## config.mk

```make
export PLATFORM = sky130hd
export DESIGN_NAME = ghost_move_scheduler
export DESIGN_NICKNAME = d
export VERILOG_FILES = /design/src/rtl/ghost_pkg.sv /design/src/rtl/ghost_mode_timer.sv /design/src/rtl/ghost_move_scheduler.sv
export SDC_FILE = /design/constraint.sdc
export NUM_CORES = 1
export LEC_CHECK = 0
export CAP_MARGIN = 20
export CELL_PAD_IN_SITES_DETAIL_PLACEMENT = 1
export CELL_PAD_IN_SITES_GLOBAL_PLACEMENT = 1
export CORE_MARGIN = 4
export CORE_UTILIZATION = 45
export CTS_BUF_LIST = sky130_fd_sc_hd__clkbuf_8
export CTS_CLUSTER_SIZE = 30
export DETAILED_ROUTE_END_ITERATION = 16
export DONT_BUFFER_PORTS = 1
export PLACE_DENSITY_LB_ADDON = 0.1
export SLEW_MARGIN = 10
export SYNTH_ARGS = -nofsm -noshare
export SYNTH_HDL_FRONTEND = slang
export SYNTH_SLANG_ARGS = --single-unit
```

## constraint.sdc

```tcl
create_clock -name clk -period 2.2 [get_ports clk]
set_input_delay 0.55 -clock clk [delete_from_list [all_inputs] [get_ports clk]]
set_output_delay 0.55 -clock clk [all_outputs]
set_load 0.01 [all_outputs]
```

## src/rtl/ghost_pkg.sv

```systemverilog
// ghost_pkg: shared direction, mode, corner and FSM definitions for the ghost move scheduler.
package ghost_pkg;
    localparam logic [3:0] DIR_NONE  = 4'b0000;
    localparam logic [3:0] DIR_RIGHT = 4'b0001;
    localparam logic [3:0] DIR_UP    = 4'b0010;
    localparam logic [3:0] DIR_DOWN  = 4'b0100;
    localparam logic [3:0] DIR_LEFT  = 4'b1000;
    localparam logic MODE_SCATTER = 1'b0;
    localparam logic MODE_CHASE   = 1'b1;
    // Corner i is element i: (0,0), (639,0), (0,479), (639,479)
    localparam logic [3:0][10:0] CORNER_X = {11'd639, 11'd0, 11'd639, 11'd0};
    localparam logic [3:0][9:0]  CORNER_Y = {10'd479, 10'd479, 10'd0, 10'd0};
    typedef enum logic [2:0] {ST_IDLE, ST_LOAD, ST_WAIT, ST_CAPTURE, ST_DONE} state_e;
    function automatic logic is_onehot(input logic [3:0] d);
        return (d != 4'd0) && ((d & (d - 4'd1)) == 4'd0);
    endfunction
endpackage

```

## src/rtl/ghost_mode_timer.sv

```systemverilog
// ghost_mode_timer: counts accepted ticks and toggles between scatter and chase periods.
module ghost_mode_timer #(
    parameter int SCATTER_TICKS = 70,
    parameter int CHASE_TICKS   = 200
) (
    input  logic clk,
    input  logic rst_n,
    input  logic tick_en_i,
    input  logic clear_i,
    output logic mode_o,
    output logic mode_changed_o
);
    localparam int CW = $clog2((SCATTER_TICKS > CHASE_TICKS ? SCATTER_TICKS : CHASE_TICKS) + 1);
    logic [CW-1:0] cnt_q, cnt_d, cnt_inc;
    logic mode_q, mode_d, mc_q, mc_d, hit;
    always_comb begin
        cnt_inc = cnt_q + 1'b1;
        hit     = tick_en_i && (cnt_inc == (mode_q ? CW'(CHASE_TICKS) : CW'(SCATTER_TICKS)));
        cnt_d   = hit ? '0 : (tick_en_i ? cnt_inc : cnt_q);
        mode_d  = hit ? ~mode_q : mode_q;
        mc_d    = hit ? 1'b1 : (clear_i ? 1'b0 : mc_q);
    end
    always_ff @(posedge clk or negedge rst_n) begin
        if (!rst_n) begin
            cnt_q  <= '0;
            mode_q <= 1'b0;
            mc_q   <= 1'b0;
        end else begin
            cnt_q  <= cnt_d;
            mode_q <= mode_d;
            mc_q   <= mc_d;
        end
    end
    assign mode_o         = mode_q;
    assign mode_changed_o = mc_q;
endmodule

```

## src/rtl/ghost_move_scheduler.sv

```systemverilog
// ghost_move_scheduler: time-shares one ghost_control unit across NUM_GHOSTS ghosts per game tick
// and commits each returned direction into a per-ghost register.
module ghost_move_scheduler import ghost_pkg::*; #(
    parameter int         NUM_GHOSTS    = 4,
    parameter int         CTRL_LAT      = 3,
    parameter int         SCATTER_TICKS = 70,
    parameter int         CHASE_TICKS   = 200,
    parameter logic [3:0] INIT_DIR      = DIR_LEFT
) (
    input  logic                     clk,
    input  logic                     rst_n,
    input  logic                     tick,
    input  logic [10:0]              pacman_x,
    input  logic [9:0]               pacman_y,
    input  logic [11*NUM_GHOSTS-1:0] ghost_x_flat,
    input  logic [10*NUM_GHOSTS-1:0] ghost_y_flat,
    output logic [10:0]              gc_ghost_x,
    output logic [9:0]               gc_ghost_y,
    output logic [10:0]              gc_target_x,
    output logic [9:0]               gc_target_y,
    output logic [3:0]               gc_prev_dir,
    input  logic [3:0]               gc_move_dir,
    output logic [4*NUM_GHOSTS-1:0]  ghost_dir_flat,
    output logic                     dir_valid,
    output logic                     busy,
    output logic                     mode,
    output logic                     overrun
);
    localparam int IW = NUM_GHOSTS > 1 ? $clog2(NUM_GHOSTS) : 1;
    localparam int WW = CTRL_LAT > 1 ? $clog2(CTRL_LAT) : 1;
    state_e st_q, st_d;
    logic [IW-1:0] idx_q, idx_d;
    logic [WW-1:0] wcnt_q, wcnt_d;
    logic [10:0] pac_x_q, gc_x_q, gc_tx_q;
    logic [9:0]  pac_y_q, gc_y_q, gc_ty_q;
    logic [3:0]  gc_pd_q;
    logic [11*NUM_GHOSTS-1:0] snap_x_q;
    logic [10*NUM_GHOSTS-1:0] snap_y_q;
    logic [4*NUM_GHOSTS-1:0]  dir_q;
    logic ovr_q, accept, mode_changed;
    logic [1:0] cidx;
    assign accept = (st_q == ST_IDLE) && tick;
    assign cidx   = 2'(idx_q);
    ghost_mode_timer #(.SCATTER_TICKS(SCATTER_TICKS), .CHASE_TICKS(CHASE_TICKS)) u_timer (
        .clk(clk), .rst_n(rst_n), .tick_en_i(accept), .clear_i(st_q == ST_DONE),
        .mode_o(mode), .mode_changed_o(mode_changed)
    );
    always_comb begin
        st_d   = st_q;
        idx_d  = idx_q;
        wcnt_d = wcnt_q;
        unique case (st_q)
            ST_IDLE: begin
                st_d  = tick ? ST_LOAD : ST_IDLE;
                idx_d = '0;
            end
            ST_LOAD: begin
                st_d   = ST_WAIT;
                wcnt_d = WW'(CTRL_LAT - 1);
            end
            ST_WAIT: begin
                st_d   = (wcnt_q == '0) ? ST_CAPTURE : ST_WAIT;
                wcnt_d = (wcnt_q == '0) ? wcnt_q : wcnt_q - 1'b1;
            end
            ST_CAPTURE: begin
                st_d  = (idx_q == IW'(NUM_GHOSTS - 1)) ? ST_DONE : ST_LOAD;
                idx_d = (idx_q == IW'(NUM_GHOSTS - 1)) ? idx_q : idx_q + 1'b1;
            end
            default: st_d = ST_IDLE;
        endcase
    end
    always_ff @(posedge clk or negedge rst_n) begin
        if (!rst_n) begin
            st_q     <= ST_IDLE;
            idx_q    <= '0;
            wcnt_q   <= '0;
            pac_x_q  <= '0;
            pac_y_q  <= '0;
            snap_x_q <= '0;
            snap_y_q <= '0;
            gc_x_q   <= '0;
            gc_y_q   <= '0;
            gc_tx_q  <= '0;
            gc_ty_q  <= '0;
            gc_pd_q  <= '0;
            dir_q    <= {NUM_GHOSTS{INIT_DIR}};
            ovr_q    <= 1'b0;
        end else begin
            st_q   <= st_d;
            idx_q  <= idx_d;
            wcnt_q <= wcnt_d;
            if (accept) begin
                pac_x_q  <= pacman_x;
                pac_y_q  <= pacman_y;
                snap_x_q <= ghost_x_flat;
                snap_y_q <= ghost_y_flat;
            end
            if (st_q == ST_LOAD) begin
                gc_x_q  <= snap_x_q[11*idx_q +: 11];
                gc_y_q  <= snap_y_q[10*idx_q +: 10];
                gc_tx_q <= mode ? pac_x_q : CORNER_X[cidx];
                gc_ty_q <= mode ? pac_y_q : CORNER_Y[cidx];
                // A cleared previous direction lets the ghost reverse on a mode change
                gc_pd_q <= mode_changed ? DIR_NONE : dir_q[4*idx_q +: 4];
            end
            if (st_q == ST_CAPTURE && is_onehot(gc_move_dir))
                dir_q[4*idx_q +: 4] <= gc_move_dir;
            if (tick && st_q != ST_IDLE)
                ovr_q <= 1'b1;
        end
    end
    assign gc_ghost_x     = gc_x_q;
    assign gc_ghost_y     = gc_y_q;
    assign gc_target_x    = gc_tx_q;
    assign gc_target_y    = gc_ty_q;
    assign gc_prev_dir    = gc_pd_q;
    assign ghost_dir_flat = dir_q;
    assign dir_valid      = st_q == ST_DONE;
    assign busy           = st_q == ST_LOAD || st_q == ST_WAIT || st_q == ST_CAPTURE;
    assign overrun        = ovr_q;
endmodule

```

==> impl_metrics.json, run 1 <==
{
  "fin_skew_ps": 15.92,
  "numClockSinks": 185,
  "gp_congestion": 0.8003,
  "reg2reg_depth": 7,
  "post_cts_buffers": 0,
  "start_kind": "flop",
  "grt_pass1_wl_mm": 34.64,
  "htreeDepth": 4,
  "final_max_slew_viol_count": 0,
  "cts_tree": "done",
  "cts_buffer_depth": 2,
  "viasPerCell": 5.299,
  "switchingPower_w": 0.004803,
  "max_freq_mhz": 507.9,
  "peakVddDrop_mv": 0.6101,
  "cts_made_buffers": 17,
  "row_count": 49,
  "p_leak_nw": 4.446,
  "violations": "hold timing",
  "cap_viol_max_count": 0,
  "placed_cell_area_mm2": 0.008522,
  "cp_cell_sequence": "ha_1 > or2b_1 > o21ai_0 > o2111ai_1 > mux2i_1 > and2_4 > o21ai_1",
  "period_needed_ps": 1969,
  "grt_pass1_vias": 6540,
  "p_seq_share_pct": 47.7,
  "p_int_w": 0.007698,
  "core_mm2": 0.01802,
  "async_reset_ff_share_pct": 100.0,
  "setup_viol": 0,
  "die_w_um": 143.8,
  "utilization_pct": 49.53,
  "cp_slowest_cell": "dfrtp_1",
  "crit_required_ps": 2550,
  "netSwitchingFraction_pct": 38.42,
  "slowest_delay_ps": 450,
  "io_pins": 178,
  "status": "finished, violations left",
  "die_height_um": 143.8,
  "port_buffers": 0,
  "cp_max_fo": 9,
  "crit_buf_inv": 0,
  "critical_path.top_delay_family": "simple AND/OR/NAND/NOR gates",
  "yosysWarnings": 0,
  "yosys.area.top_type": "dfrtp_1",
  "die_area_mm2": 0.02067,
  "hp-class": "in -> async",
  "synth_edf_count": 0,
  "routed-via-count": 5818,
  "synthDistinctLibCells": 55,
  "ctsResizeCount": 0,
  "drive_gt1_share_pct": 10.13,
  "fin_area_mm2": 0.008929,
  "endpoint_kind": "flop",
  "overflow": 0,
  "rr_startpoint": "u_timer.cnt_q[0]",
  "dr.pass1.iters": 4,
  "grt.total_usage_pct": 21.39,
  "wl_per_cell_um": 19.50,
  "clkTransAtPathRegs_ps": 100,
  "grt_antenna_before_repair": 0,
  "synthesis.area_mm2": 0.008294,
  "yosysTopAreaCellShare_pct": 54.61,
  "drt_iter0_markers": 240,
  "cts_root_buf": "clkbuf_8",
  "ant_nets": 0,
  "layout_commonest_cell": "nand2_1",
  "reg2reg_to": "u_timer.cnt_q[6]",
  "drt-total-wl_mm": 21.41,
  "ys.flop_type": "dfrtp_1",
  "synth_area_leaders": "dfrtp_1 (55%), nand2_1 (19%), mux4_2 (6.8%)",
  "power_density_mw_per_mm2": 1400,
  "layout.nets": 977,
  "n_antenna_cell": 0,
  "drc": 0,
  "crit_arrival_ps": 2320,
  "synth_cells": 876,
  "crit_type": "reg -> reg",
  "hold_viol_final": 181,
  "power_frac_clock_pct": 19.0,
  "grt_max_degree": 186,
  "rsz0062_at_grt": "no",
  "dpl.hpwl_mm": 14.52,
  "period_share_pct": 89.50,
  "start_util_pct": 46.02,
  "whs_ps": -232.7,
  "syn_nets": 996,
  "mostFrequentLayoutCells": "nand2_1 (427), dfrtp_1 (180), inv_1 (28)",
  "yosysSeqAreaShare_pct": 55.88,
  "avgSynthCellArea_um2": 9.468,
  "maxSlewHeadroom_pct": 48.00,
  "clkLatencyLatePin_ps": 470,
  "tns_ps": 0,
  "ys_seq_elements": 185,
  "areaGrowthSynthToFinish_pct": 7.648,
  "power_frac_comb_pct": 33.3,
  "tightest_slew_ps": 777.1,
  "regToRegSetupSlack_ps": 230
}
through the flow:
stage	worst slack, ps	power [W]	cells
detailed placement	92.83	0.01026	1067
CTS	164.3	0.01269	1098
finish	231.0	0.01250	1098
global route	16.45	0.01351	1098
floorplan	359.2	0.008870	876
global placement	210.3	0.009920	1067
flip-flops by register name (all words and copies together), names as in the netlist:
| name | flops |
|---|---|
| st_q | 3 |
| u_timer.mode_changed_o | 1 |
| snap_x_q | 44 |
| gc_target_y | 10 |
| gc_prev_dir | 4 |
| gc_target_x | 11 |
| cidx | 2 |
| u_timer.cnt_q | 8 |
| gc_ghost_x | 11 |
| overrun | 1 |
| u_timer.mode_o | 1 |
| pac_y_q | 10 |
| wcnt_q | 2 |
| pac_x_q | 11 |
| ghost_dir_flat | 16 |
| gc_ghost_y | 10 |
| snap_y_q | 40 |
area by class of cell:
| class | instances | area [µm²] |
|---|---|---|
| Fill cell | 2062 | 9096 |
| Clock inverter | 14 | 172.7 |
| Multi-Input combinational cell | 612 | 3331 |
| Tap cell | 229 | 286.5 |
| Sequential cell | 185 | 4636 |
| Clock buffer | 17 | 234.0 |
| Inverter | 27 | 101.3 |
| Timing Repair Buffer | 14 | 167.7 |
routing by layer:
metal | part of all wire (%) | vias to the layer above | wire [µm] | global-route usage [%]
li1 | - | 2757 | - | -
met1 | 45 | 2915 | 9726 | 28.91
met2 | 48 | 128 | 10250 | 34.43
met3 | 5.4 | 18 | 1148 | 5.691
met4 | 1.3 | 0 | 283 | 5.847
met5 | 0 | - | 0 | 0
kinds of logic (layout without fill, tap and decap cells):
| family | Yosys count | count (layout) | synth area share (%) |
|---|---|---|---|
| buf+inv | 79 | 72 | 4.163 |
| flops | 185 | 185 | 55.88 |
| fa+ha+maj | 8 | 8 | 1.207 |
| xor+xnor | 8 | 8 | 0.9354 |
| mux | 43 | 43 | 8.961 |
| compound gates | 63 | 63 | 4.541 |
| simple gates | 490 | 490 | 24.32 |
power groups by stage:
stage,Combinational [W],Clock (W),Sequential (W)
6_report,0.00417,0.00238,0.00596
5_1_grt,0.00478,0.00260,0.00613
4_1_cts,0.00424,0.00246,0.00598
3_5_place_dp,0.00422,0,0.00604
3_3_place_gp,0.00398,0,0.00593
2_1_floorplan,0.00321,0,0.00566
worst register-to-register path, delay by kind of cell (launching register included):
kind,cells,cell delay [ps]
AO/OA/AOI/OAI,3,380
multiplexers,1,200
adder cells (fa/ha/maj),1,350
AND/OR/NAND/NOR,2,480
flip-flops,1,450
cells in the mapped netlist (all sizes together) (8+ instances only):
cell / count
mux4: 25
a21oi: 20
mux2i: 18
inv: 27
nand3: 8
o21ai: 27
nor2: 17
nand2: 428
buf: 23
ha: 8
dfrtp: 181
clkbuf: 29
how the worst max path moves through the flow:
stage,endpoint,cells past startpoint,from
detailed placement,ghost_dir_flat[2],5,gc_move_dir[1]
global route,u_timer.cnt_q[6],7,u_timer.cnt_q[0]
global placement,ghost_dir_flat[3],5,gc_move_dir[1]
CTS,dir_valid,4,st_q[0]
floorplan,u_timer.cnt_q[2],7,u_timer.cnt_q[0]
finish,u_timer.cnt_q[6],7,u_timer.cnt_q[0]
(Power assumes the default switching activity.)
==> inputs of run 2 (changes only) <==
--- a/config.mk
+++ b/config.mk
@@ -10,12 +10,12 @@
 export CELL_PAD_IN_SITES_GLOBAL_PLACEMENT = 1
 export CORE_MARGIN = 4
 export CORE_UTILIZATION = 45
-export CTS_BUF_LIST = sky130_fd_sc_hd__clkbuf_8
+export CTS_BUF_LIST = sky130_fd_sc_hd__clkbuf_4 sky130_fd_sc_hd__clkbuf_8
 export CTS_CLUSTER_SIZE = 30
 export DETAILED_ROUTE_END_ITERATION = 16
 export DONT_BUFFER_PORTS = 1
 export PLACE_DENSITY_LB_ADDON = 0.1
-export SLEW_MARGIN = 10
+export SLEW_MARGIN = 15
 export SYNTH_ARGS = -nofsm -noshare
 export SYNTH_HDL_FRONTEND = slang
 export SYNTH_SLANG_ARGS = --single-unit
==> run 2 against run 1 <==
The flow still finishes with violations (hold timing); cell area about the same; clock power about the same; fmax about the same; sequential cell count unchanged; sequential share of layout area about the same; clock-buffer cell count up 1; critical path type is now reg -> out; largest power group unchanged; highest routed layer unchanged.
==> impl_metrics.json, run 2 (same netlist as run 1, synthesis figures left out) <==
{
  "crit_type": "reg -> out",
  "start_kind": "flop",
  "cts_made_buffers": 17,
  "gp_congestion": 0.8003,
  "drt_iter0_markers": 249,
  "ant_nets": 0,
  "start_util_pct": 46.02,
  "overflow": 0,
  "whs_ps": -233.4,
  "reg2reg_depth": 7,
  "cts_root_buf": "clkbuf_8",
  "numPlacedInstances": 1067,
  "period_share_pct": 89.46,
  "peakVddDrop_mv": 0.6112,
  "layout.nets": 977,
  "fin_skew_ps": 12.18,
  "hp-class": "in -> async",
  "fin_cells": 1098,
  "post_cts_buffers": 0,
  "tightest_slew_ps": 767.5,
  "mostFrequentLayoutCells": "nand2_1 (427), dfrtp_1 (180), inv_1 (27)",
  "endpoint_kind": "output port",
  "fillCellCount": 2062,
  "hold_viol_final": 181,
  "maxSlewHeadroom_pct": 48.64,
  "rsz0062_at_grt": "no",
  "grt_pass1_wl_mm": 34.65,
  "die_height_um": 143.8,
  "final_max_slew_viol_count": 0,
  "dr.pass1.iters": 4,
  "ctsResizeCount": 0,
  "power_density_mw_per_mm2": 1401,
  "areaGrowthSynthToFinish_pct": 7.694,
  "layout_commonest_cell": "nand2_1",
  "utilization_pct": 49.56,
  "cp_cell_sequence": "buf_4 > nor2_1 > nand2_1 > inv_1",
  "cap_viol_max_count": 0,
  "p_leak_nw": 4.445,
  "crit_required_ps": 1650,
  "setup_viol": 0,
  "htreeDepth": 4,
  "grt_pass1_vias": 6546,
  "cts_buffer_depth": 2,
  "slowest_delay_ps": 390,
  "critical_path.top_delay_family": "flip-flops",
  "row_count": 49,
  "clkTransAtPathRegs_ps": 100,
  "numClockSinks": 185,
  "cp.depth": 4,
  "grt.total_usage_pct": 21.40,
  "regMostFlops": "snap_x_q",
  "period_needed_ps": 1968,
  "status": "finished, violations left",
  "drc": 0,
  "drt-total-wl_mm": 21.36,
  "wl_per_cell_um": 19.45,
  "port_buffers": 0,
  "violations": "hold timing",
  "crit_arrival_ps": 1420,
  "dpl_worst_slack_ps": 92.83,
  "routed-via-count": 5844,
  "clkLatencyLatePin_ps": 460,
  "grt_antenna_before_repair": 0,
  "n_antenna_cell": 0,
  "largest_reg_flops": 44,
  "worst_slack_ps": 231.8,
  "io_pins": 178,
  "die_area_mm2": 0.02067,
  "die_w_um": 143.8,
  "core_mm2": 0.01802,
  "tns_ps": 0,
  "viasPerCell": 5.322,
  "grt_max_degree": 186,
  "cp_slowest_cell": "dfrtp_1",
  "cp_max_fo": 18,
  "cts_tree": "done",
  "max_freq_mhz": 508.1,
  "drive_gt1_share_pct": 10.24,
  "dpl.hpwl_mm": 14.52,
  "crit_buf_inv": 2
}
==> run 2: cell types whose count changed in the layout (fill, tap and decap cells not counted) <==
cell / change
clkbuf_4: +1
inv_1: -1
==> run 2: report_power, final <==
part | switching (W) | internal (W) | leakage, nW
clock | 0.00125 | 0.00114 | 0.201
sequential | 0.00114 | 0.00482 | 2.31
combinational | 0.00241 | 0.00175 | 1.93
total | 0.00480 | 0.00771 | 4.45
==> run 2: stage by stage <==
step | total power, W | area, µm²
after global placement | 0.009920 | 8522
after global routing | 0.01353 | 8932
after detailed placement | 0.01026 | 8522
after floorplan | 0.008870 | 8294
after CTS | 0.01270 | 8932
final | 0.01252 | 8932
==> run 2: path summary, 6_finish.rpt <==
path | from | endpoint | slack (ps)
max | st_q[0] | dir_valid | 230
min | rst_n | pac_y_q[8] | -230
max reg2reg | u_timer.cnt_q[0] | u_timer.cnt_q[6] | 240
min reg2reg | snap_y_q[35] | snap_y_q[35] | 480
max in group asynchronous | rst_n | ghost_dir_flat[15] | 2030
min in group clk | ghost_x_flat[1] | snap_x_q[1] | 190
==> run 2: worst reg2reg max path, delay by kind of cell (launching register included) <==
family | cells | cell delay [ps]
and+or+nand+nor | 2 | 480
DFF | 1 | 450
AOI/OAI and AO/OA | 3 | 380
adders and majority gates | 1 | 340
muxes | 1 | 200
==> run 2: area by class of cell <==
type,instances,area [µm²],area share [%]
clock inverters,13,168.9,1.891
inverters,27,101.3,1.135
multi-input cells,612,3331,37.29
well taps,229,286.5,3.208
repair buffers,14,167.7,1.877
clock buffers,18,241.5,2.703
flip-flops and latches,185,4636,51.90
==> run 2: metal layers <==
layer	GRT usage (%)	up-vias	wire, µm
li1	-	2761	-
met1	28.99	2928	9592
met2	34.38	138	10280
met3	5.691	17	1204
met4	5.847	0	276
met5	0	-	0
==> inputs of run 3 (changes only) <==
==> constraint.sdc (replaced) <==
create_clock -name clk -period 2.5 [get_ports clk]
set_input_delay 0.625 -clock clk [delete_from_list [all_inputs] [get_ports clk]]
set_output_delay 0.625 -clock clk [all_outputs]
set_load 0.01 [all_outputs]
==> run 3 against run 2 <==
The flow still finishes with violations (hold timing); wire length shrank 0.31%; largest power group unchanged; clock skew grew 3.2 ps; critical path depth is the same; combinational power shrank 13%.
==> impl_metrics.json, run 3 (same netlist as run 1, synthesis figures left out) <==
{
  "status": "finished, violations left",
  "violations": "hold timing",
  "crit_type": "reg -> out",
  "largest_reg_flops": 44,
  "clkLatencyLatePin_ps": 470,
  "tns_ps": 0,
  "netSwitchingFraction_pct": 38.10,
  "cts_buffer_depth": 2,
  "p_leak_nw": 4.474,
  "clkTransAtPathRegs_ps": 110,
  "rsz0062_at_grt": "no",
  "ctsResizeCount": 0,
  "row_count": 49,
  "drt_iter0_markers": 281,
  "port_buffers": 0,
  "grt_max_degree": 186,
  "viasPerCell": 5.347,
  "slowest_delay_ps": 400,
  "die_w_um": 143.8,
  "core_mm2": 0.01802,
  "grt_pass1_vias": 6434,
  "final_max_slew_viol_count": 0,
  "cp_slowest_cell": "dfrtp_1",
  "ant_nets": 0,
  "p_seq_share_pct": 46.8,
  "numClockSinks": 185,
  "fin_skew_ps": 15.36,
  "layout_commonest_cell": "nand2_1",
  "die_height_um": 143.8,
  "grt_busiest_layer": "met2",
  "crit_arrival_ps": 1450,
  "post_cts_buffers": 0,
  "met1_usage_pct": 28.66,
  "cp_max_fo": 18,
  "fin_cells": 1099,
  "power_frac_clock_pct": 20.7,
  "drive_gt1_share_pct": 10.34,
  "routed-via-count": 5876,
  "areaGrowthSynthToFinish_pct": 8.161,
  "cts_made_buffers": 17,
  "peakVddDrop_mv": 0.5345,
  "p_int_w": 0.006933,
  "whs_ps": -151.1,
  "use_met2_pct": 34.36,
  "start_util_pct": 46.02,
  "mostFrequentLayoutCells": "nand2_1 (427), dfrtp_1 (180), inv_1 (27)",
  "gp_congestion": 0.8368,
  "die_area_mm2": 0.02067,
  "grt_pass1_wl_mm": 34.47,
  "hp-class": "in -> async",
  "setup_viol": 0,
  "power_frac_comb_pct": 32.5,
  "fillCellCount": 2071,
  "met3_usage_pct": 5.957,
  "endpoint_kind": "output port",
  "drc": 0,
  "period_share_pct": 83.08,
  "crit_required_ps": 1880,
  "layout.nets": 977,
  "drt-total-wl_mm": 21.29,
  "dpl.hpwl_mm": 14.60,
  "start_kind": "flop",
  "dr.pass1.iters": 4,
  "regMostFlops": "snap_x_q",
  "overflow": 0,
  "wl_per_cell_um": 19.37,
  "tightest_slew_ps": 782.4,
  "cts_root_buf": "clkbuf_8",
  "switchingPower_w": 0.004267,
  "max_freq_mhz": 481.5,
  "hold_viol_final": 181,
  "n_antenna_cell": 0,
  "numPlacedInstances": 1067,
  "grt_antenna_before_repair": 0,
  "io_pins": 178,
  "maxSlewHeadroom_pct": 47.65,
  "cp_cell_sequence": "buf_4 > nor2_1 > nand2_1 > inv_1",
  "power.total_w": 0.01120,
  "htreeDepth": 4,
  "cap_viol_max_count": 0,
  "power_density_mw_per_mm2": 1248,
  "grt.total_usage_pct": 21.31,
  "period_needed_ps": 2077,
  "cts_tree": "done"
}
## run 3: cell count changes in the layout (fill, tap and decap cells not counted), sizes merged
| cell | previous run | this run |
|---|---|---|
| bufinv | 3 | 4 |
| clkbuf | 18 | 19 |
| clkinv | 4 | 3 |
| clkinvlp | 3 | 0 |
| inv | 30 | 33 |
## run 3: path summary, 6_finish.rpt
kind	startpoint	endpoint	slack, ps	cells after the start
worst max-delay path	st_q[0]	dir_valid	420	4
worst min-delay path	rst_n	gc_target_y[7]	-150	0
worst max register to register	u_timer.cnt_q[0]	u_timer.cnt_q[6]	440	7
worst min register to register	pac_y_q[9]	pac_y_q[9]	480	2
max in group asynchronous	rst_n	ghost_dir_flat[7]	2170	0
min in group clk	ghost_x_flat[14]	snap_x_q[14]	260	2
## run 3: layout make-up
| cell class | instances | area [µm²] | area share (%) |
|---|---|---|---|
| clock buffer | 19 | 255.2 | 2.845 |
| clock inverter | 13 | 206.4 | 2.301 |
| inverter | 27 | 101.3 | 1.130 |
| multi-input combinational | 612 | 3331 | 37.13 |
| sequential | 185 | 4636 | 51.67 |
| tap | 229 | 286.5 | 3.194 |
| timing repair buffer | 14 | 155.1 | 1.729 |
## run 3: stage by stage
step | cell area (µm²) | util (%) | setup WS [ps] | hold slack, ps
5_1_grt | 8971 | 49.77 | 279.6 | -203.4
3_5_place_dp | 8509 | 47.21 | 304.4 | 334.2
2_1_floorplan | 8294 | - | 592.3 | 329.4
3_3_place_gp | 8509 | 47.21 | 449.9 | 334.0
6_report | 8971 | 49.77 | 423.0 | -151.1
4_1_cts | 8971 | 49.77 | 389.6 | -190.4
## run 3: critical path: cells and delay by family, from the launching register on
| family | cells | cell delay [ps] |
|---|---|---|
| AND/OR/NAND/NOR | 2 | 260 |
| buffers and inverters | 2 | 320 |
| flip-flops | 1 | 400 |
## run 3: metal layers
layer  routed length, µm  up-vias  part of all wire [%]
met5                   0        -                     0
met4                 256        0                   1.2
met3                1215       18                   5.7
met2               10240      142                    48
met1                9578     2955                    45
li1                    -     2761                     -
## run 3: power by group through the flow
stage	sequential (W)	clock (W)	combinational (W)
after floorplan	0.00498	0	0.00282
after global placement	0.00522	0	0.00349
after detailed placement	0.00531	0	0.00370
after CTS	0.00526	0.00239	0.00372
after global routing	0.00539	0.00250	0.00419
final	0.00524	0.00232	0.00364
